## config.mk

```make
export PLATFORM = sky130hd
export DESIGN_NAME = lsu_flat
export DESIGN_NICKNAME = d
export VERILOG_FILES = /design/src/rtl/lsu_pkg.sv /design/src/rtl/lsu_if.sv /design/src/rtl/lsu_align.sv /design/src/rtl/lsu.sv /design/src/flat_wrapper.sv
export SDC_FILE = /design/constraint.sdc
export NUM_CORES = 1
export LEC_CHECK = 0
export ABC_AREA = 0
export CAP_MARGIN = 30
export CELL_PAD_IN_SITES_DETAIL_PLACEMENT = 1
export CELL_PAD_IN_SITES_GLOBAL_PLACEMENT = 1
export CORE_UTILIZATION = 43
export CTS_BUF_LIST = sky130_fd_sc_hd__clkbuf_8
export CTS_CLUSTER_DIAMETER = 50
export DETAILED_ROUTE_END_ITERATION = 10
export GPL_TIMING_DRIVEN = 1
export MAX_ROUTING_LAYER = met4
export PLACE_DENSITY = 0.95
export SLEW_MARGIN = 10
export SYNTH_ARGS = -nofsm -noshare
export SYNTH_HDL_FRONTEND = slang
export SYNTH_HIERARCHICAL = 1
export SYNTH_SLANG_ARGS = --single-unit
```

## constraint.sdc

```tcl
create_clock -name clk -period 11.3 [get_ports clk]
set_input_delay 1.13 -clock clk [delete_from_list [all_inputs] [get_ports clk]]
set_output_delay 1.13 -clock clk [all_outputs]
set_load 0.02 [all_outputs]
```

## src/rtl/lsu_pkg.sv

```systemverilog
// Shared types and constants for the load/store unit: size encodings, FSM
// states, the latched request record and the byte-to-word address helper.
package lsu_pkg;

    localparam int XLEN = 32;

    localparam logic [1:0] SZ_B   = 2'b00;
    localparam logic [1:0] SZ_H   = 2'b01;
    localparam logic [1:0] SZ_W   = 2'b10;
    localparam logic [1:0] SZ_ILL = 2'b11;

    typedef enum logic [2:0] {
        ST_IDLE,
        ST_RD,
        ST_CAP,
        ST_WR,
        ST_RESP
    } state_t;

    typedef struct packed {
        logic            we;
        logic [1:0]      size;
        logic            uns;
        logic [XLEN-1:0] addr;
        logic [XLEN-1:0] wdata;
    } req_t;

    function automatic logic [XLEN-1:0] word_idx(input logic [XLEN-1:0] a);
        return {2'b00, a[XLEN-1:2]};
    endfunction

endpackage

```

## src/rtl/lsu_if.sv

```systemverilog
// CPU request/response and RAM port bundle of the load/store unit.
// slave = the unit itself, master = the surrounding CPU/RAM environment.
interface lsu_if #(parameter int XLEN = lsu_pkg::XLEN);

    logic            req_valid;
    logic            req_ready;
    logic            req_we;
    logic [1:0]      req_size;
    logic            req_unsigned;
    logic [XLEN-1:0] req_addr;
    logic [XLEN-1:0] req_wdata;

    logic            resp_valid;
    logic            resp_ready;
    logic [XLEN-1:0] resp_rdata;
    logic            resp_err;

    logic            ram_we;
    logic [XLEN-1:0] ram_addr;
    logic [XLEN-1:0] ram_wdata;
    logic [XLEN-1:0] ram_rdata;

    modport slave (
        input  req_valid, req_we, req_size, req_unsigned, req_addr, req_wdata,
        output req_ready,
        output resp_valid, resp_rdata, resp_err,
        input  resp_ready,
        output ram_we, ram_addr, ram_wdata,
        input  ram_rdata
    );

    modport master (
        output req_valid, req_we, req_size, req_unsigned, req_addr, req_wdata,
        input  req_ready,
        input  resp_valid, resp_rdata, resp_err,
        output resp_ready,
        input  ram_we, ram_addr, ram_wdata,
        output ram_rdata
    );

endinterface

```

## src/rtl/lsu_align.sv

```systemverilog
// Combinational lane logic: load extraction/extension, store merge into the
// RAM word, and misalignment detection (trapping only with LSU_MISALIGN_TRAP_EN).
module lsu_align
    import lsu_pkg::*;
(
    input  logic [1:0]      size,
    input  logic [1:0]      off,
    input  logic            uns,
    input  logic [XLEN-1:0] word,
    input  logic [XLEN-1:0] wdata,
    output logic [XLEN-1:0] load_val,
    output logic [XLEN-1:0] merged,
    output logic            misalign
);

    logic [1:0]  eoff;
    logic [7:0]  byte_v;
    logic [15:0] half_v;

    // Effective offset: half and word accesses are aligned down
    always_comb begin
        case (size)
            SZ_H:    eoff = {off[1], 1'b0};
            SZ_W:    eoff = 2'b00;
            default: eoff = off;
        endcase
    end

    assign byte_v = word[{eoff, 3'b000} +: 8];
    assign half_v = eoff[1] ? word[31:16] : word[15:0];

    always_comb begin
        case (size)
            SZ_B:    load_val = uns ? {{(XLEN-8){1'b0}}, byte_v}
                                    : {{(XLEN-8){byte_v[7]}}, byte_v};
            SZ_H:    load_val = uns ? {{(XLEN-16){1'b0}}, half_v}
                                    : {{(XLEN-16){half_v[15]}}, half_v};
            default: load_val = word;
        endcase
    end

    for (genvar k = 0; k < XLEN/8; k++) begin : g_lane
        localparam logic [1:0] LANE = 2'(k);
        logic       sel;
        logic [7:0] src;

        always_comb begin
            sel = 1'b0;
            src = wdata[8*k +: 8];
            case (size)
                SZ_B: begin
                    sel = (eoff == LANE);
                    src = wdata[7:0];
                end
                SZ_H: begin
                    sel = (eoff[1] == LANE[1]);
                    src = wdata[8*(k%2) +: 8];
                end
                SZ_W:    sel = 1'b1;
                default: sel = 1'b0;
            endcase
        end

        assign merged[8*k +: 8] = sel ? src : word[8*k +: 8];
    end

`ifdef LSU_MISALIGN_TRAP_EN
    assign misalign = ((size == SZ_H) && off[0]) ||
                      ((size == SZ_W) && (off != 2'b00));
`else
    assign misalign = 1'b0;
`endif

endmodule

```

## src/rtl/lsu.sv

```systemverilog
// Load/store unit in front of a word-addressed RAM; sub-word stores are done
// as read-modify-write. Optional misalignment trap: LSU_MISALIGN_TRAP_EN.
module lsu #(
    parameter int XLEN = lsu_pkg::XLEN
) (
    input logic  clk,
    input logic  reset,
    lsu_if.slave bus
);
    import lsu_pkg::*;

    state_t          state, state_nxt;
    req_t            rq;
    logic [XLEN-1:0] word_q;
    logic [XLEN-1:0] rdata_q;
    logic            err_q;

    logic            accept;
    logic            bad_req;
    logic [1:0]      a_size;
    logic [1:0]      a_off;
    logic [XLEN-1:0] load_val;
    logic [XLEN-1:0] merged;
    logic            misalign;

    assign accept = bus.req_valid && (state == ST_IDLE);

    // In IDLE the aligner looks at the live request to flag misalignment
    assign a_size  = (state == ST_IDLE) ? bus.req_size      : rq.size;
    assign a_off   = (state == ST_IDLE) ? bus.req_addr[1:0] : rq.addr[1:0];
    assign bad_req = (bus.req_size == SZ_ILL) || misalign;

    lsu_align u_align (
        .size     (a_size),
        .off      (a_off),
        .uns      (rq.uns),
        .word     (bus.ram_rdata),
        .wdata    (rq.wdata),
        .load_val (load_val),
        .merged   (merged),
        .misalign (misalign)
    );

    always_ff @(posedge clk or posedge reset) begin
        if (reset) state <= ST_IDLE;
        else       state <= state_nxt;
    end

    always_comb begin
        state_nxt = state;
        case (state)
            ST_IDLE: begin
                if (accept) begin
                    if (bad_req)                state_nxt = ST_RESP;
                    else if (!bus.req_we)       state_nxt = ST_RD;
                    else if (bus.req_size == SZ_W) state_nxt = ST_WR;
                    else                        state_nxt = ST_RD;
                end
            end
            ST_RD:   state_nxt = ST_CAP;
            ST_CAP:  state_nxt = rq.we ? ST_WR : ST_RESP;
            ST_WR:   state_nxt = ST_RESP;
            ST_RESP: if (bus.resp_ready) state_nxt = ST_IDLE;
            default: state_nxt = ST_IDLE;
        endcase
    end

    always_ff @(posedge clk or posedge reset) begin
        if (reset) begin
            rq      <= '0;
            word_q  <= '0;
            rdata_q <= '0;
            err_q   <= 1'b0;
        end else begin
            case (state)
                ST_IDLE: begin
                    if (accept) begin
                        rq.we    <= bus.req_we;
                        rq.size  <= bus.req_size;
                        rq.uns   <= bus.req_unsigned;
                        rq.addr  <= bus.req_addr;
                        rq.wdata <= bus.req_wdata;
                        word_q   <= bus.req_wdata;
                        rdata_q  <= '0;
                        err_q    <= bad_req;
                    end
                end
                ST_CAP: begin
                    if (rq.we) word_q  <= merged;
                    else       rdata_q <= load_val;
                end
                default: ;
            endcase
        end
    end

    // ram_we decodes straight from state so reset removes it asynchronously
    assign bus.req_ready  = (state == ST_IDLE);
    assign bus.resp_valid = (state == ST_RESP);
    assign bus.resp_rdata = rdata_q;
    assign bus.resp_err   = err_q;
    assign bus.ram_we     = (state == ST_WR);
    assign bus.ram_addr   = word_idx(rq.addr);
    assign bus.ram_wdata  = word_q;

endmodule
```

## src/flat_wrapper.sv

```systemverilog
// flat-port wrapper written by rule: the top's interface ports become plain ports
module lsu_flat import lsu_pkg::*;
#(
    parameter int XLEN = lsu_pkg::XLEN
)
  (clk, reset, bus_req_valid, bus_req_we, bus_req_size, bus_req_unsigned, bus_req_addr, bus_req_wdata, bus_req_ready, bus_resp_valid, bus_resp_rdata, bus_resp_err, bus_resp_ready, bus_ram_we, bus_ram_addr, bus_ram_wdata, bus_ram_rdata);
  lsu_if #(.XLEN(XLEN)) bus_i ();
  input logic clk;
  input logic reset;
  input wire logic [$bits(bus_i.req_valid)-1:0] bus_req_valid;
  input wire logic [$bits(bus_i.req_we)-1:0] bus_req_we;
  input wire logic [$bits(bus_i.req_size)-1:0] bus_req_size;
  input wire logic [$bits(bus_i.req_unsigned)-1:0] bus_req_unsigned;
  input wire logic [$bits(bus_i.req_addr)-1:0] bus_req_addr;
  input wire logic [$bits(bus_i.req_wdata)-1:0] bus_req_wdata;
  output wire logic [$bits(bus_i.req_ready)-1:0] bus_req_ready;
  output wire logic [$bits(bus_i.resp_valid)-1:0] bus_resp_valid;
  output wire logic [$bits(bus_i.resp_rdata)-1:0] bus_resp_rdata;
  output wire logic [$bits(bus_i.resp_err)-1:0] bus_resp_err;
  input wire logic [$bits(bus_i.resp_ready)-1:0] bus_resp_ready;
  output wire logic [$bits(bus_i.ram_we)-1:0] bus_ram_we;
  output wire logic [$bits(bus_i.ram_addr)-1:0] bus_ram_addr;
  output wire logic [$bits(bus_i.ram_wdata)-1:0] bus_ram_wdata;
  input wire logic [$bits(bus_i.ram_rdata)-1:0] bus_ram_rdata;
  assign bus_i.req_valid = bus_req_valid;
  assign bus_i.req_we = bus_req_we;
  assign bus_i.req_size = bus_req_size;
  assign bus_i.req_unsigned = bus_req_unsigned;
  assign bus_i.req_addr = bus_req_addr;
  assign bus_i.req_wdata = bus_req_wdata;
  assign bus_req_ready = bus_i.req_ready;
  assign bus_resp_valid = bus_i.resp_valid;
  assign bus_resp_rdata = bus_i.resp_rdata;
  assign bus_resp_err = bus_i.resp_err;
  assign bus_i.resp_ready = bus_resp_ready;
  assign bus_ram_we = bus_i.ram_we;
  assign bus_ram_addr = bus_i.ram_addr;
  assign bus_ram_wdata = bus_i.ram_wdata;
  assign bus_i.ram_rdata = bus_ram_rdata;
  lsu #(.XLEN(XLEN)) u_core (.clk(clk), .reset(reset), .bus(bus_i));
endmodule
```

==> out/results.tsv, run 1 <==
stage	metric	value	unit
status	status	finished, violations left	
status	failed_checks	design-rule violations	
floorplan	die_w	138	microns
clock_tree	insertion_delay	0.45	ns
min_path	hold_path.class	reg2reg	
timing	fin_crit_sh	0.372	
worst_setup_path	cp_cell_sequence	nor3_2 > mux2_2 > inv_1 > ha_1 > a21oi_1 > a21oi_1 > buf_4 > a21oi_1 > mux2_2 > mux2_2	
flow_run	cap_viol_max_count	0	
finish	instances_no_fill	1107	
finish	drive_above_1_share	0.260	
floorplan	initial_core_util	0.440	
timing	tightest_slew	0.818	ns
pwr	powerDensity	323	nW/um^2
timing	setup_tns	0	ns
synth	syn_avg_cell_area	11.3	sq um
global_routing	grt_usage	0.283	
timing	rsz0062_at_grt	no	
floorplan	core	18100	sq um
clock_tree	path_clk_slew	0.08	ns
finish	fillers	1885	
synth	ys_seq_area_frac	0.427	
worst_setup_path	cpLargestDelayFamily	multiplexers	
clock_tree	htreeDepth	4	
drt	ant_nets	0	
clock_tree	cts_buffer_depth	2	
drt	routedWlPerCell	23.0	microns
synth	synthAdderAreaFrac	0.00785	
worst_setup_path	cp.arrival	4.53	ns
drt	wl	25400	microns
finish	nets	973	
timing	final_max_slew_viol_count	0	
timing	whs	0.496	ns
global_routing	grt_pass1_vias	6996	
global_routing	grt_overflow	0	
floorplan	pin_count	204	
timing	worst_slack	7.10	ns
floorplan	fp-row-count	49	
timing	skew	0.0121	ns
timing	layout_min_cycle_time	4.20	ns
clock_tree	cts-root-buf	clkbuf_8	
synth	synth_xor_area_frac	0	
worst_setup_path	cp_slowest_cell	ha_1	
global_routing	grt_max_degree	76	
worst_setup_path	critPathBufInv	2	
synth	syn_inst	707	
synth	ys_types	50	
clock_tree	cts_setup_buffers	0	
synth	muxShareOfSynthArea	0.295	
place	place_ws	6.65	ns
timing	max_freq	0.238	GHz
timing	setup_viol	0	
worst_setup_path	critPathCaptureType	flop	
place	dp_cells	1071	
synth	yosys_warnings	6	
worst_setup_path	path_max_fanout	16	
worst_setup_path	r2r_slack	7.10	ns
floorplan	fp.dieH	138	microns
timing	hold_violations	0	
pwr	leakagePower	0.00429	uW
drt	dr.first_iter.drc_count	394	
place	port_buffers	201	
pwr	irDropWorstVdd	0.149	mV
synth	synth_compound_area_frac	0.0798	
global_routing	grt_pass1_wl	40200	microns
min_path	whs_endpoint	u_core/rq[65]$_DFFE_PP0P_	
finish	area_growth	29.1	%
synth	yosys-top-cells-area	dfrtp_1 (43%), mux2_2 (21%), mux2i_1 (5.8%), nand2_1 (4.1%), buf_4 (3.7%)	
worst_setup_path	start_kind	flop	
place	gp_congestion	0.835	
worst_setup_path	r2r-start	u_core/state[0]$_DFFE_PP0P_	
min_path	hp-start	u_core/rq[65]$_DFFE_PP0P_	
clock_tree	cts_inserted_buffers	17	
clock_tree	cts_resized	0	
worst_setup_path	r2r_cells	10	
synth	netlist_area	7970	sq um
timing	relSlewSlack	0.455	
synth	synth-simple-area-share	0.0996	
drt	vias	6290	
synth	synth_top_area_cell	dfrtp_1	
drt	vias_per_cell	5.68	
clock_tree	cts_hold_repair.buffers	0	
min_path	holdPathStages	1	
synth	synth.top_cell.area_share	0.427	
synth	synth_top_family_by_area	multiplexers	
worst_setup_path	reg2reg_to	u_core/bus.ram_wdata[22]$_DFFE_PP0P_	
floorplan	die_area	19100	sq um
synth	ys_seq_elements	136	
place	dp.final_hpwl	17700	microns
clock_tree	cts_tree	built	
global_routing	grt_antenna_before_repair	2	
drt	drc_errors	16	
clock_tree	cts.sinks	136	
worst_setup_path	critical_path_class	reg2reg	
worst_setup_path	worstPathRequired	11.63	ns
worst_setup_path	cp_slowest_stage_delay	0.64	ns
drt	first_pass_iters	8	
[logic make-up after synthesis]
kind of cell	Yosys count
fa+ha+maj	5
simple gates	147
buf+inv	117
mux	214
flops	136
other cells	2
compound gates	86
[final cells by class]
| cell class | instances | area [sq um] | share of cell area |
|---|---|---|---|
| diodes | 2 | 5.00 | 0.000486 |
| clock buffers | 18 | 248 | 0.0241 |
| clock inverters | 13 | 179 | 0.0174 |
| inverters | 40 | 155 | 0.0151 |
| multi-input cells | 455 | 3880 | 0.377 |
| flip-flops and latches | 136 | 3400 | 0.331 |
| well taps | 229 | 287 | 0.0279 |
| repair buffers | 214 | 2130 | 0.207 |
[cell usage in the layout (no fill, tap or decap), types with 3 or more instances in the layout]
| cell type | instances |
|---|---|
| a21boi_0 | 8 |
| a21oi_1 | 22 |
| a21oi_2 | 3 |
| a22oi_1 | 14 |
| and3_1 | 7 |
| buf_4 | 11 |
| bufinv_16 | 4 |
| clkbuf_8 | 18 |
| clkdlybuf4s50_1 | 201 |
| conb_1 | 3 |
| dfrtp_1 | 136 |
| ha_1 | 5 |
| inv_1 | 40 |
| inv_6 | 3 |
| mux2_1 | 16 |
| mux2_2 | 152 |
| mux2i_1 | 46 |
| nand2_1 | 87 |
| nand2b_1 | 4 |
| nand3_2 | 16 |
| nor2_1 | 11 |
| o211ai_1 | 12 |
| o211ai_2 | 4 |
| o21ai_1 | 4 |
| o2bb2ai_1 | 3 |
| o311ai_1 | 7 |
[metal layers]
metal / GRT usage / share of wire / up-vias
met5: - / 0 / -
met4: 0.134 / 0.047 / 0
met3: 0.0533 / 0.051 / 85
met2: 0.459 / 0.49 / 287
met1: 0.342 / 0.41 / 3159
li1: - / - / 2759
[worst max-delay path by stage]
| stage | from | slack [ns] | cells after the start | endpoint |
|---|---|---|---|---|
| floorplan | reset | 6.53 | 1 | u_core/bus.ram_addr[0]$_DFFE_PP0P_ |
| global placement | bus_req_size[1] | 6.83 | 11 | u_core/bus.resp_rdata[15]$_DFFE_PP0P_ |
| detailed placement | bus_req_size[1] | 6.65 | 11 | u_core/bus.resp_rdata[15]$_DFFE_PP0P_ |
| CTS | u_core/state[0]$_DFFE_PP0P_ | 7.02 | 11 | u_core/bus.resp_rdata[4]$_DFFE_PP0P_ |
| global route | u_core/state[0]$_DFFE_PP0P_ | 6.91 | 10 | u_core/bus.resp_rdata[16]$_DFFE_PP0P_ |
| finish | u_core/state[0]$_DFFE_PP0P_ | 7.10 | 10 | u_core/bus.ram_wdata[22]$_DFFE_PP0P_ |
[registers in the layout (all words and copies together), names as in the netlist]
register               cells
u_core/bus.ram_wdata      32
u_core/bus.ram_addr       30
u_core/rq                 38
u_core/bus.resp_err        1
u_core/bus.resp_rdata     32
u_core/state               3
[through the flow]
stage / util / cell area [sq um] / power, uW
global placement: 0.542 / 9790 / 2720
detailed placement: 0.543 / 9810 / 2820
finish: 0.569 / 10300 / 3320
CTS: 0.566 / 10200 / 3300
floorplan: - / 7970 / 2250
global route: 0.569 / 10300 / 3500
[worst register-to-register path, stage by stage, from the launching register on]
cell and delay [ns]:
dfrtp_1 0.58, nor3_2 0.55, mux2_2 0.44, inv_1 0.12
ha_1 0.64, a21oi_1 0.18, a21oi_1 0.64, buf_4 0.30
a21oi_1 0.09, mux2_2 0.26, mux2_2 0.30
[Yosys cell counts, drive strengths merged]
cell type,instances
a2111o,1
a211oi,3
a21boi,8
a21oi,25
a221o,1
a22o,1
a22oi,14
and2b,2
and3,7
and3b,2
buf,69
clkbuf,8
clkinv,1
conb,2
dfrtp,136
ha,5
inv,39
mux2,168
mux2i,46
nand2,87
nand2b,5
nand3,18
nand3b,1
nand4b,2
nand4bb,1
nor2,12
nor2b,2
nor3,3
nor3b,1
nor4b,1
o211ai,16
o21ai,4
o221ai,1
o2bb2ai,3
o311ai,7
o31ai,2
or2b,1
or3,1
or4,1
[report_power, final]
group          leakage, uW  switching (uW)  internal [uW]
registers          0.00166             175            717
logic              0.00241            1060            925
clock network     0.000218             201            244
total              0.00429            1440           1890
Note: power is estimated with default switching activity, not from simulation.
==> inputs of run 2 (changes only) <==
Settings changed: CORE_UTILIZATION 43 to 40, PLACE_DENSITY 0.95 to 0.93.
Clock period 11.3 ns to 4.22 ns, I/O delays scaled along.
==> out/results.tsv, run 2 (synthesis gave the netlist of run 1 again) <==
stage	metric	value	unit	change
timing	skew	0.0191	ns	+0.00700 ns
finish	design_area	10400	sq um	+0.69%
global_routing	grt_use_met1	0.324		-0.0178
place	gp_congestion	0.838		+0.35%
min_path	hold_path.class	in2async		
finish	nets	976		+0.31%
clock_tree	insertion_delay	0.46	ns	about the same
clock_tree	cts_tree	built		
finish	largest-register	u_core/rq		
clock_tree	cts_inserted_buffers	17		unchanged
drt	vias_per_cell	5.27		-7.3%
timing	relSlewSlack	0.399		-0.0552
pwr	powerDensity	856	nW/um^2	+170%
worst_setup_path	critical_path_class	reg2reg		
drt	vias	6034		-4.1%
global_routing	grt_pass1_wl	38600	microns	-3.7%
place	placed_cell_area	9900	sq um	+0.93%
finish	fillers	2065		+9.5%
worst_setup_path	worstPathRequired	4.56	ns	-7.07 ns
worst_setup_path	r2r-start	u_core/state[0]$_DFFE_PP0P_		
drt	ant_nets	0		unchanged
worst_setup_path	r2r_cells	10		unchanged
clock_tree	cts_buffer_depth	2		unchanged
finish	mostFrequentLayoutCell	clkdlybuf4s50_1		
place	port_buffers	201		unchanged
place	dp.final_hpwl	17900	microns	+1.2%
timing	rsz0062_at_grt	no		
floorplan	die_area	20500	sq um	+7.4%
global_routing	grt_overflow	0		unchanged
finish	mostFrequentLayoutCells	clkdlybuf4s50_1 (201), mux2_2 (152), dfrtp_1 (136)		
finish	area_growth	30.0	%	
worst_setup_path	critPathCaptureType	flop		
drt	dr.first_iter.drc_count	390		-1.0%
flow_run	cap_viol_max_count	0		unchanged
finish	drive_above_1_share	0.264		+0.00336
clock_tree	cts_resized	0		unchanged
worst_setup_path	cp.arrival	4.18	ns	-0.35 ns
timing	max_freq	0.261	GHz	+9.6%
clock_tree	path_clk_slew	0.08	ns	about the same
clock_tree	cts_hold_repair.buffers	0		unchanged
worst_setup_path	start_kind	flop		
floorplan	fp.dieH	143	microns	+3.6%
timing	final_max_slew_viol_count	0		unchanged
pwr	leakagePower	0.00431	uW	+0.40%
timing	setup_viol	0		unchanged
worst_setup_path	path_max_fanout	10		-6
finish	largest_register_ffs	38		unchanged
drt	first_pass_iters	4		-4
drt	wl	25500	microns	+0.16%
floorplan	pin_count	204		unchanged
worst_setup_path	crit_start	u_core/state[0]$_DFFE_PP0P_		
clock_tree	cts_setup_buffers	0		unchanged
clock_tree	cts-root-buf	clkbuf_8		
global_routing	grt_usage	0.262		-0.0210
drt	drc_errors	0		-16
worst_setup_path	reg2reg_to	u_core/bus.ram_wdata[15]$_DFFE_PP0P_		
floorplan	die_w	143	microns	+3.6%
drt	routedWlPerCell	22.2	microns	-3.2%
floorplan	initial_core_util	0.409		-0.0311
pwr	irDropWorstVdd	0.381	mV	+160%
global_routing	top_usage_layer	met2		
timing	setup_tns	0	ns	unchanged
global_routing	grt_antenna_before_repair	1		-1
global_routing	grtUsageMet3	0.0396		-0.0138
floorplan	fp-row-count	51		+4.1%
floorplan	core	19500	sq um	+7.6%
global_routing	grt_max_degree	99		+30%
pwr	power.total	8870	uW	+170%
global_routing	grt_pass1_vias	6595		-5.7%
timing	tightest_slew	0.899	ns	+0.0810 ns
timing	fin_crit_sh	0.909		+0.537
clock_tree	cts.sinks	136		unchanged
worst_setup_path	r2r_slack	0.38	ns	-6.71 ns
status	status	finished clean		
timing	hold_violations	0		unchanged
clock_tree	htreeDepth	4		unchanged
timing	layout_min_cycle_time	3.84	ns	-0.367 ns
global_routing	met2_usage	0.425		-0.0335
## run 2: worst max-delay path: stages (launching register included)
cell     delay [ns]
dfrtp_1        0.56
nor3_2         0.50
mux2_2         0.43
inv_1          0.11
ha_1           0.33
and3b_1        0.28
o21ai_1        0.08
a21oi_2        0.48
mux2_2         0.40
mux2_2         0.28
mux2_2         0.28
## run 2: area by class of cell
| type | count | area, sq um | share of cell area |
|---|---|---|---|
| multi-input combinational | 455 | 3880 | 0.374 |
| sequential | 136 | 3400 | 0.329 |
| timing repair buffer | 217 | 2160 | 0.209 |
| tap | 265 | 332 | 0.0320 |
| clock buffer | 20 | 275 | 0.0266 |
| inverter | 40 | 155 | 0.0150 |
| clock inverter | 12 | 149 | 0.0144 |
| antenna | 1 | 2.50 | 0.000242 |
## run 2: how the worst max path moves through the flow
stage / slack (ns) / cells after the start / to
floorplan: 0.16 / 1 / u_core/bus.ram_addr[0]$_DFFE_PP0P_
global placement: 0.61 / 10 / u_core/bus.ram_wdata[10]$_DFFE_PP0P_
detailed placement: 0.43 / 10 / u_core/bus.ram_wdata[10]$_DFFE_PP0P_
CTS: 0.37 / 10 / u_core/bus.ram_wdata[0]$_DFFE_PP0P_
global route: 0.22 / 10 / u_core/bus.ram_wdata[0]$_DFFE_PP0P_
finish: 0.38 / 10 / u_core/bus.ram_wdata[15]$_DFFE_PP0P_
## run 2: through the flow
| step | hold slack (ns) | worst slack, ns | util | instances |
|---|---|---|---|---|
| floorplan | 0.454 | 0.159 | - | 708 |
| detailed placement | 0.478 | 0.426 | 0.509 | 1112 |
| CTS | 0.498 | 0.374 | 0.531 | 1144 |
| finish | 0.272 | 0.384 | 0.532 | 1146 |
| global route | 0.268 | 0.217 | 0.532 | 1146 |
| global placement | 0.468 | 0.608 | 0.509 | 1112 |
## run 2: report_power, final
| part | internal [uW] | switching (uW) | total [uW] | leakage (uW) |
|---|---|---|---|---|
| Combinational | 2500 | 2800 | 5300 | 0.00243 |
| Clock | 630 | 546 | 1180 | 0.000218 |
| Sequential | 1920 | 470 | 2390 | 0.00166 |
## run 2: routing by layer
layer,vias to the layer above,routed length [microns]
met4,0,812
met3,52,1250
li1,2770,-
met5,-,0
met2,198,12900
met1,3014,10600
